===== config.mk =====
export PLATFORM = sky130hd
export DESIGN_NAME = ram_arbiter
export DESIGN_NICKNAME = d
export VERILOG_FILES = /design/src/rtl/ram_arbiter.sv
export SDC_FILE = /design/constraint.sdc
export NUM_CORES = 1
export LEC_CHECK = 0
export CORE_UTILIZATION = 39
export DETAILED_ROUTE_END_ITERATION = 16
export PLACE_DENSITY_LB_ADDON = 0.05
export SYNTH_ARGS = -nofsm -noshare
export SYNTH_HDL_FRONTEND = slang
export SYNTH_SLANG_ARGS = --single-unit
export TNS_END_PERCENT = 20

===== constraint.sdc =====
create_clock -name Clk -period 4.3 [get_ports Clk]
set_input_delay 0.645 -clock Clk [delete_from_list [all_inputs] [get_ports Clk]]
set_output_delay 0.645 -clock Clk [all_outputs]
set_load 0.005 [all_outputs]

===== src/rtl/ram_arbiter.sv =====
// ram_arbiter: shares a single-port 256x8 RAM between CPU and DMA with round-robin and a bounded DMA burst lock.
// Ports:
//   Clk, Rst_n                         clock, synchronous active-low reset
//   cpu_req/we/addr/wdata -> cpu_gnt    CPU request side, combinational grant
//   cpu_rvalid/cpu_rdata                CPU read return, two cycles after accept
//   dma_req/we/lock/addr/wdata, dma_gnt DMA request side with burst lock
//   dma_rvalid/dma_rdata                DMA read return
//   ram_cs/we/addr/wdata                registered RAM command
//   ram_rdata                           RAM read data, one cycle after a read command
module ram_arbiter #(
    parameter int MAX_LOCK = 16
) (
    input  logic       Clk,
    input  logic       Rst_n,
    input  logic       cpu_req,
    input  logic       cpu_we,
    input  logic [7:0] cpu_addr,
    input  logic [7:0] cpu_wdata,
    output logic       cpu_gnt,
    output logic       cpu_rvalid,
    output logic [7:0] cpu_rdata,
    input  logic       dma_req,
    input  logic       dma_we,
    input  logic       dma_lock,
    input  logic [7:0] dma_addr,
    input  logic [7:0] dma_wdata,
    output logic       dma_gnt,
    output logic       dma_rvalid,
    output logic [7:0] dma_rdata,
    output logic       ram_cs,
    output logic       ram_we,
    output logic [7:0] ram_addr,
    output logic [7:0] ram_wdata,
    input  logic [7:0] ram_rdata
);
    localparam int LW = $clog2(MAX_LOCK + 1);
    localparam logic [LW-1:0] LOCK_MAX = LW'(MAX_LOCK);
    typedef enum logic {ARB, DMA_LOCKED} state_t;
    state_t state_q, state_d;
    logic [LW-1:0] lock_cnt_q, lock_cnt_d;
    logic last_dma_q, last_dma_d;
    logic cs_q, cs_d, we_q, we_d, own1_q, own1_d, rv_q, rv_d, own2_q, own2_d;
    logic [7:0] addr_q, addr_d, wdata_q, wdata_d;
    logic rr_cpu, rr_dma, locked, starve, cpu_acc, dma_acc;
    always_comb begin
        rr_cpu = cpu_req && (!dma_req || last_dma_q);
        rr_dma = dma_req && !rr_cpu;
        // Lock only holds while the DMA keeps dma_lock high; a release falls back to round-robin the same cycle.
        locked = state_q == DMA_LOCKED && dma_lock;
        starve = lock_cnt_q == LOCK_MAX && cpu_req;
        dma_gnt = Rst_n && (locked ? dma_req && !starve : rr_dma);
        cpu_gnt = Rst_n && (locked ? cpu_req && (!dma_req || starve) : rr_cpu);
        cpu_acc = cpu_req && cpu_gnt;
        dma_acc = dma_req && dma_gnt;
        last_dma_d = dma_acc ? 1'b1 : cpu_acc ? 1'b0 : last_dma_q;
        state_d = !locked ? ((dma_acc && dma_lock) ? DMA_LOCKED : ARB) : DMA_LOCKED;
        lock_cnt_d = !locked ? LW'(dma_acc && dma_lock)
                   : starve ? '0
                   : (dma_acc && lock_cnt_q != LOCK_MAX) ? lock_cnt_q + LW'(1) : lock_cnt_q;
        cs_d = cpu_acc || dma_acc;
        own1_d = dma_acc;
        we_d = dma_acc ? dma_we : cpu_acc ? cpu_we : we_q;
        addr_d = dma_acc ? dma_addr : cpu_acc ? cpu_addr : addr_q;
        wdata_d = dma_acc ? dma_wdata : cpu_acc ? cpu_wdata : wdata_q;
        rv_d = cs_q && !we_q;
        own2_d = own1_q;
    end
    always_ff @(posedge Clk) begin
        if (!Rst_n) begin
            state_q <= ARB;
            lock_cnt_q <= '0;
            last_dma_q <= 1'b1;
            cs_q <= 1'b0;
            we_q <= 1'b0;
            addr_q <= '0;
            wdata_q <= '0;
            own1_q <= 1'b0;
            rv_q <= 1'b0;
            own2_q <= 1'b0;
        end else begin
            state_q <= state_d;
            lock_cnt_q <= lock_cnt_d;
            last_dma_q <= last_dma_d;
            cs_q <= cs_d;
            we_q <= we_d;
            addr_q <= addr_d;
            wdata_q <= wdata_d;
            own1_q <= own1_d;
            rv_q <= rv_d;
            own2_q <= own2_d;
        end
    end
    assign ram_cs = cs_q;
    assign ram_we = we_q;
    assign ram_addr = addr_q;
    assign ram_wdata = wdata_q;
    assign cpu_rvalid = rv_q && !own2_q;
    assign dma_rvalid = rv_q && own2_q;
    assign cpu_rdata = cpu_rvalid ? ram_rdata : '0;
    assign dma_rdata = dma_rvalid ? ram_rdata : '0;
endmodule


==> results of run 1 <==
==> cells in the final DEF, fill, tap and decap left out <==
cell type / instances
a21boi_0: 1
a21oi_1: 22
a31oi_1: 17
a31oi_2: 1
and2_1: 12
and3_1: 8
and4bb_2: 1
buf_4: 4
clkbuf_8: 4
clkdlybuf4s50_1: 84
dfxtp_1: 28
ha_1: 2
inv_1: 4
mux2i_1: 3
nand2_1: 5
nand3_1: 2
nand3_2: 1
nand4bb_4: 1
nor2_1: 6
nor2b_1: 1
nor3_1: 1
nor3_4: 1
o2111ai_1: 1
o211a_1: 1
o211ai_1: 1
o211ai_2: 1
o21ai_0: 29
o21ai_1: 8
o21ai_2: 2
or3_1: 2
xor2_1: 1
==> metrics by stage <==
| step | setup WS, ns | utilization [%] | std cells | hold WS [ns] |
|---|---|---|---|---|
| floorplan | 2.19 | - | 175 | 0.412 |
| global placement | 1.20 | 67.2 | 297 | 0.414 |
| detailed placement | 1.19 | 67.2 | 297 | 0.417 |
| CTS | 1.18 | 68.8 | 301 | 0.430 |
| global route | 1.05 | 68.8 | 301 | 0.453 |
| finish | 1.18 | 68.8 | 301 | 0.428 |
==> logic make-up after synthesis <==
group | count (synthesis)
compound gates | 84
xor+xnor | 1
flops | 28
simple gates | 41
buf+inv | 16
mux | 3
fa+ha+maj | 2
==> cell type report <==
class / instances / share of cell area, %
Timing Repair Buffer: 88 / 36.8
Multi-Input combinational cell: 131 / 34.1
Sequential cell: 28 / 23.7
Tap cell: 46 / 2.43
Clock buffer: 4 / 2.33
Inverter: 4 / 0.634
==> layer usage <==
| layer | GRT usage (%) | vias up | part of all wire, % |
|---|---|---|---|
| li1 | - | 805 | - |
| met3 | 5.84 | 6 | 6.7 |
| met2 | 38.8 | 65 | 50 |
| met4 | 4.94 | 0 | 1.5 |
| met1 | 24.8 | 741 | 42 |
| met5 | 0 | - | 0 |
==> worst max-delay path by stage <==
| stage | to | slack (ns) |
|---|---|---|
| floorplan | dma_gnt | 2.19 |
| global placement | dma_gnt | 1.20 |
| detailed placement | dma_gnt | 1.19 |
| CTS | dma_gnt | 1.18 |
| global route | dma_gnt | 1.05 |
| finish | dma_gnt | 1.18 |
==> tightest hold or removal path, delay by kind of cell (launching register included) <==
kind / cells / cell delay [ns]
and+or+nand+nor: 2 / 0.08
DFF: 1 / 0.32
==> power breakdown <==
| part | leakage, nW | internal, mW | total (mW) | switching, mW |
|---|---|---|---|---|
| logic | 0.643 | 0.0855 | 0.136 | 0.0507 |
| clock network | 0.0288 | 0.0819 | 0.158 | 0.0764 |
| registers | 0.231 | 0.275 | 0.285 | 0.0100 |
| total | 0.903 | 0.443 | 0.580 | 0.137 |
==> results.cfg, run 1 <==
[critical_path]
worstSetupStartpoint = Rst_n
arrival_ns = 2.47
r2r_end = ram_addr[4]
cp.required_ns = 3.65
r2r-start = lock_cnt_q[0]
worstSetupStartpointType = input port
crit_type = in2out
cp_num_cells = 7
cp_max_fo = 26
cp_slowest_cell = clkdlybuf4s50_1
critPathTopFamily = buffers and inverters
critPathCaptureType = primary output
ff2ff_setup_slack_ns = 2.54
critPathBufInv = 4
reg2reg_depth = 6
crit_path_max_incr_delay_ns = 0.50
crit_path_cell_trace = clkdlybuf4s50_1, buf_4, and2_1, o21ai_2, buf_4, nor2_1, clkdlybuf4s50_1

[timing]
clock.fmax_mhz = 321
relSlewSlack_pct = 39.7
worst_pin_slew_ns = 0.901
grt_setup_unrepaired = no
period_share_pct = 72.5
slew_viol_final = 0
tns_ns = 0
timing.final.crit_period_ns = 3.12
clock_skew_ns = 0.00107
setup_viol = 0
hold_viol_final = 0

[min_path]
worst_hold_path.num_cells = 2
min_from = ram_cs
worstHoldEndpoint = rv_q
hp-class = reg2reg

[logic_synthesis]
synthArstFlopShare_pct = 0
synth_xor_area_share_pct = 0.604
ys_ff_latch = 28
synthMuxAreaShare_pct = 2.07
synthSimpleGateAreaFrac_pct = 18.4
yosysMostFrequentCell = o21ai_0
synth.top_cells.by_area = dfxtp_1, o21ai_0, a21oi_1
synth_top_family_by_area = compound AO/OA/AOI/OAI gates
yosys_warnings = 0
syn_inst = 175
synth_top_area_cell = dfxtp_1
synth_fp_nets = 224
synth.distinct_cells = 32
synth_compound_area_share_pct = 33.0
synth.cell_area_um2 = 1450
synth_fa_ha_area_share_pct = 1.73
synth-main-ff-cell = dfxtp_1
synth-edff-count = 0
syn_avg_cell_area_um2 = 8.28
synth-seq-area-share_pct = 38.7
synth_common_cells = o21ai_0, dfxtp_1, a21oi_1, a31oi_1, and2_1
synthDominantCellAreaShare_pct = 38.7

[route]
ant_nets = 0
wl_um = 4170
drt_pass1_iterations = 4
drt-initial-drc-count = 55
vias = 1617
vias_per_cell = 5.37
detail_route.wl_per_cell_um = 13.8
drcViolationCount = 0

[die]
die-height_um = 63.0
die_area_um2 = 3960
row_count = 21
die_w_um = 63.0
core_um2 = 3440
ioPinCount = 85
initial_core_util_pct = 42.1

[cts]
cts_setup_buffers = 0
cts_tree = yes
clkLatencyLatePin_ns = 0.27
cts_max_level = 1
cts_made_buffers = 3
cts_root_buf = clkbuf_8
cts_hold_buf = 0
clk_pin_slew_ns = 0.09
clock-sinks = 28
ctsResizeCount = 0
clockBufferDepth = 2

[grt]
grt_max_degree = 27
grt_util_all_layers_pct = 21.5
first_global_vias = 1530
grt_overflow_total = 0
antenna_found_initial = 0
grt_pass1_wl_um = 6890

[pwr]
finalPower_mw = 0.580
p_leak_nw = 0.903
power_density_nw_per_um2 = 245
ir_drop_v = 0.000199

[placed_design]
gp_congestion = 0.814
hpwl_um = 3050
placed_cell_area_um2 = 2310
portBuffers = 84

[cells_and_area]
fillers = 296
multi_input_area_um2 = 808
drive_above_1_share_pct = 6.27
antennaDiodeCount = 0
nNetsFinal = 305
stdcell_area_um2 = 2370
synthToLayoutAreaGrowth_pct = 63.4
seqCellArea_um2 = 561

[run]
drv_cap = 0

[outcome]
status = finished clean
No activity file was read; power rests on OpenSTA's default activity.
==> inputs of run 2 (changes only) <==
--- a/config.mk
+++ b/config.mk
@@ -5,7 +5,7 @@
 export SDC_FILE = /design/constraint.sdc
 export NUM_CORES = 1
 export LEC_CHECK = 0
-export CORE_UTILIZATION = 39
+export CORE_UTILIZATION = 34
 export DETAILED_ROUTE_END_ITERATION = 16
 export PLACE_DENSITY_LB_ADDON = 0.05
 export SYNTH_ARGS = -nofsm -noshare
==> constraint.sdc (replaced) <==
create_clock -name Clk -period 2.8 [get_ports Clk]
set_input_delay 0.42 -clock Clk [delete_from_list [all_inputs] [get_ports Clk]]
set_output_delay 0.42 -clock Clk [all_outputs]
set_load 0.005 [all_outputs]
==> run 2 against run 1 <==
Combinational power is 54% higher; clock skew grew 0.0065 ns; core utilization fell by 10 points; design area grew 0.21%; global-route usage is 1.8 points lower; via count decreased by 2.4%; register-to-register slack got worse by 1.5 ns; critical endpoint is now cpu_gnt.
==> results.cfg, run 2 (synthesis gave the netlist of run 1 again) <==
[outcome]
status = finished clean

[placed_design]
portBuffers = 84
gp_congestion = 0.757
hpwl_um = 3050
placed_cell_area_um2 = 2320

[pwr]
p_leak_nw = 0.903
power_density_nw_per_um2 = 377
ir_drop_v = 0.000292

[cts]
clkLatencyLatePin_ns = 0.28
cts_setup_buffers = 0
cts_root_buf = clkbuf_8
cts_max_level = 1
cts_tree = yes
clock-sinks = 28
clk_pin_slew_ns = 0.09
clockBufferDepth = 2
cts_made_buffers = 3
cts_hold_buf = 0
ctsResizeCount = 0

[route]
drt_pass1_iterations = 4
drcViolationCount = 0
wl_um = 4200
vias_per_cell = 5.18
ant_nets = 0
detail_route.wl_per_cell_um = 13.8
vias = 1579
drt-initial-drc-count = 59

[die]
ioPinCount = 85
initial_core_util_pct = 35.7
core_um2 = 4060
die_area_um2 = 4530
die-height_um = 67.3
row_count = 23
die_w_um = 67.3

[timing]
period_share_pct = 87.7
hold_viol_final = 0
slew_viol_final = 0
worst_pin_slew_ns = 0.730
timing.final.crit_period_ns = 2.46
clock_skew_ns = 0.00754
grt_setup_unrepaired = no
clock.fmax_mhz = 407
setup_viol = 0
tns_ns = 0
relSlewSlack_pct = 51.3

[cells_and_area]
stdcell_area_um2 = 2370
final_common_cell = clkdlybuf4s50_1
synthToLayoutAreaGrowth_pct = 63.7
nNetsFinal = 305
layout_common_cells = clkdlybuf4s50_1, o21ai_0, dfxtp_1, a21oi_1, a31oi_1
drive_above_1_share_pct = 6.27
fillers = 395
antennaDiodeCount = 0

[critical_path]
cp.required_ns = 2.38
critPathTopFamily = buffers and inverters
critPathBufInv = 2
crit_type = in2out
crit_path_cell_trace = clkdlybuf4s50_1, and2_1, mux2i_1, a21oi_1, clkdlybuf4s50_1
crit_path_max_incr_delay_ns = 0.51
cp_common_cell = clkdlybuf4s50_1
cp_max_fo = 6
worstSetupStartpointType = input port
arrival_ns = 2.04
critPathCaptureType = primary output
cp_slowest_cell = clkdlybuf4s50_1

[run]
drv_cap = 0

[min_path]
hp-class = reg2reg

[grt]
grt_overflow_total = 0
grt_max_degree = 26
antenna_found_initial = 0
grt_util_all_layers_pct = 19.7
grt_pass1_wl_um = 6740
first_global_vias = 1465
## run 2: cell counts in the layout (fill, tap and decap cells not counted)
No cell type changed its count.
## run 2: stage by stage
stage | instances | total power [mW] | utilization [%] | setup WS (ns) | hold slack (ns)
2_1_floorplan | 175 | 0.520 | - | 1.13 | 0.412
3_3_place_gp | 301 | 0.657 | 57.1 | 0.331 | 0.414
3_5_place_dp | 301 | 0.657 | 57.1 | 0.299 | 0.426
4_1_cts | 305 | 0.908 | 58.5 | 0.331 | 0.448
5_1_grt | 305 | 0.948 | 58.5 | 0.281 | 0.459
6_report | 305 | 0.895 | 58.5 | 0.344 | 0.442
## run 2: final timing paths
check             cells after the start  slack [ns]     startpoint            to
setup / recovery                      5        0.34       dma_lock       cpu_gnt
hold / removal                        1        0.44         own1_q        own2_q
setup reg to reg                      6        1.08  lock_cnt_q[0]  ram_wdata[1]
hold reg to reg                       1        0.44         own1_q        own2_q
## run 2: final cells by class
type,count,area [um2],share of cell area [%]
clock buffers,4,55.1,2.32
flip-flops and latches,28,561,23.6
multi-input cells,131,808,34.1
inverters,4,15.0,0.633
repair buffers,88,871,36.7
well taps,50,62.6,2.64
## run 2: routing by layer
metal	vias up	global-route usage, %	part of all wire (%)
met5	-	0	0
met4	0	6.12	1.8
met3	9	6.08	7.2
met2	55	33.6	48
met1	712	23.4	43
li1	803	-	-
## run 2: power by group
part           internal [mW]  switching, mW
Clock                  0.126          0.123
Combinational          0.131         0.0778
Sequential             0.423         0.0151
==> inputs of run 3 (changes only) <==
--- a/config.mk
+++ b/config.mk
@@ -5,7 +5,8 @@
 export SDC_FILE = /design/constraint.sdc
 export NUM_CORES = 1
 export LEC_CHECK = 0
-export CORE_UTILIZATION = 34
+export CORE_UTILIZATION = 35
+export CTS_BUF_LIST = sky130_fd_sc_hd__clkbuf_4
 export DETAILED_ROUTE_END_ITERATION = 16
 export PLACE_DENSITY_LB_ADDON = 0.05
 export SYNTH_ARGS = -nofsm -noshare
==> run 3 against run 2 <==
Non-clock buffer count unchanged; sequential power about the same; sequential share of layout area about the same; global-route usage increased by 0.29 points; core utilization increased by 0.78 points; clock-buffer cell count decreased by 1; clock skew increased by 0.0051 ns; die area decreased by 2.8%; highest routed layer unchanged; critical endpoint unchanged.
==> results.cfg, run 3 (synthesis gave the netlist of run 1 again) <==
[route]
drcViolationCount = 0
drt_pass1_iterations = 4
vias_per_cell = 5.24
ant_nets = 0
wl_um = 4250
detail_route.wl_per_cell_um = 13.9
vias = 1599
drt-initial-drc-count = 109

[timing]
relSlewSlack_pct = 53.7
setup_viol = 0
timing.final.crit_period_ns = 2.51
slew_viol_final = 0
layout_setup_ws_ns = 0.286
clock.fmax_mhz = 398
hold_ws_ns = 0.437
tns_ns = 0
period_share_pct = 89.8
hold_viol_final = 0
grt_setup_unrepaired = no
worst_pin_slew_ns = 0.695
clock_skew_ns = 0.0127

[cts]
clockBufferDepth = 2
cts_hold_buf = 0
clk_pin_slew_ns = 0.16
clock-sinks = 28
clkLatencyLatePin_ns = 0.35
ctsResizeCount = 0
cts_made_buffers = 3
cts_max_level = 1
cts_setup_buffers = 0
cts_tree = yes
cts_root_buf = clkbuf_4

[cells_and_area]
antennaDiodeCount = 0
nNetsFinal = 305
fin_util_pct = 59.2
layout_common_cells = clkdlybuf4s50_1, o21ai_0, dfxtp_1, a21oi_1, a31oi_1
synthToLayoutAreaGrowth_pct = 63.6
drive_above_1_share_pct = 6.27
final_common_cell = clkdlybuf4s50_1

[placed_design]
portBuffers = 84
gp_congestion = 0.830
hpwl_um = 3110
place_ws_ns = 0.304

[pwr]
power_density_nw_per_um2 = 389
ir_drop_v = 0.000202
p_leak_nw = 0.902

[critical_path]
arrival_ns = 2.09
cp_max_fo = 5
cp.required_ns = 2.38
crit_type = reg2out
reg2reg_depth = 6
r2r-start = lock_cnt_q[0]
worstSetupStartpointType = flop
worstSetupStartpoint = lock_cnt_q[0]
ff2ff_setup_slack_ns = 1.06
r2r_end = ram_wdata[0]
critPathCaptureType = primary output

[grt]
grt_pass1_wl_um = 6780
grt_max_degree = 26
grt_overflow_total = 0
first_global_vias = 1473
grt_util_all_layers_pct = 20.0
antenna_found_initial = 0

[die]
core_um2 = 4000
die-height_um = 66.3
row_count = 23
initial_core_util_pct = 36.2
die_area_um2 = 4400
die_w_um = 66.3
ioPinCount = 85

[outcome]
status = finished clean

[min_path]
worstHoldEndpoint = rv_q
worst_hold_path.num_cells = 2
min_from = ram_cs
hp-class = reg2reg

[run]
drv_cap = 0
[run 3: worst max-delay path, stage by stage, from the launching register on]
cell             delay (ns)
dfxtp_1                0.43
inv_1                  0.07
ha_1                   0.24
and4bb_2               0.27
mux2i_1                0.20
a21oi_1                0.09
clkdlybuf4s50_1        0.45
[run 3: layout make-up]
| type | instances | area [um2] |
|---|---|---|
| fill | 370 | 1630 |
| timing repair buffer | 88 | 871 |
| multi-input combinational | 131 | 808 |
| sequential | 28 | 561 |
| tap | 50 | 62.6 |
| clock inverter | 1 | 30.0 |
| clock buffer | 3 | 22.5 |
| inverter | 4 | 15.0 |
[run 3: worst max-delay path by stage]
stage | end | cells past startpoint | slack (ns)
6_report | cpu_gnt | 6 | 0.29
5_1_grt | cpu_gnt | 6 | 0.16
4_1_cts | cpu_gnt | 6 | 0.26
3_5_place_dp | ram_wdata[5] | 5 | 0.30
3_3_place_gp | cpu_gnt | 5 | 0.32
2_1_floorplan | dma_gnt | 6 | 1.13
[run 3: through the flow]
step           cells  power, mW  instance area, um2
3_5_place_dp     301      0.657                2320
6_report         305      0.922                2370
3_3_place_gp     301      0.656                2320
2_1_floorplan    175      0.520                1450
5_1_grt          305      0.969                2370
4_1_cts          305      0.930                2370
[run 3: routing by layer]
layer  vias up  track usage (%)  wire, um  share of wire, %
met5         -                0         0                 0
met2        39             35.8      2200                52
li1        805                -         -                 -
met3         5             2.59       137               3.2
met4         0             6.38        51               1.2
met1       750             24.4      1860                44
[run 3: report_power, final]
part	total, mW	internal [mW]	switching [mW]	leakage [nW]
Combinational	0.210	0.131	0.0787	0.644
Clock	0.274	0.145	0.129	0.0279
Sequential	0.438	0.423	0.0146	0.231
Total	0.922	0.700	0.223	0.902
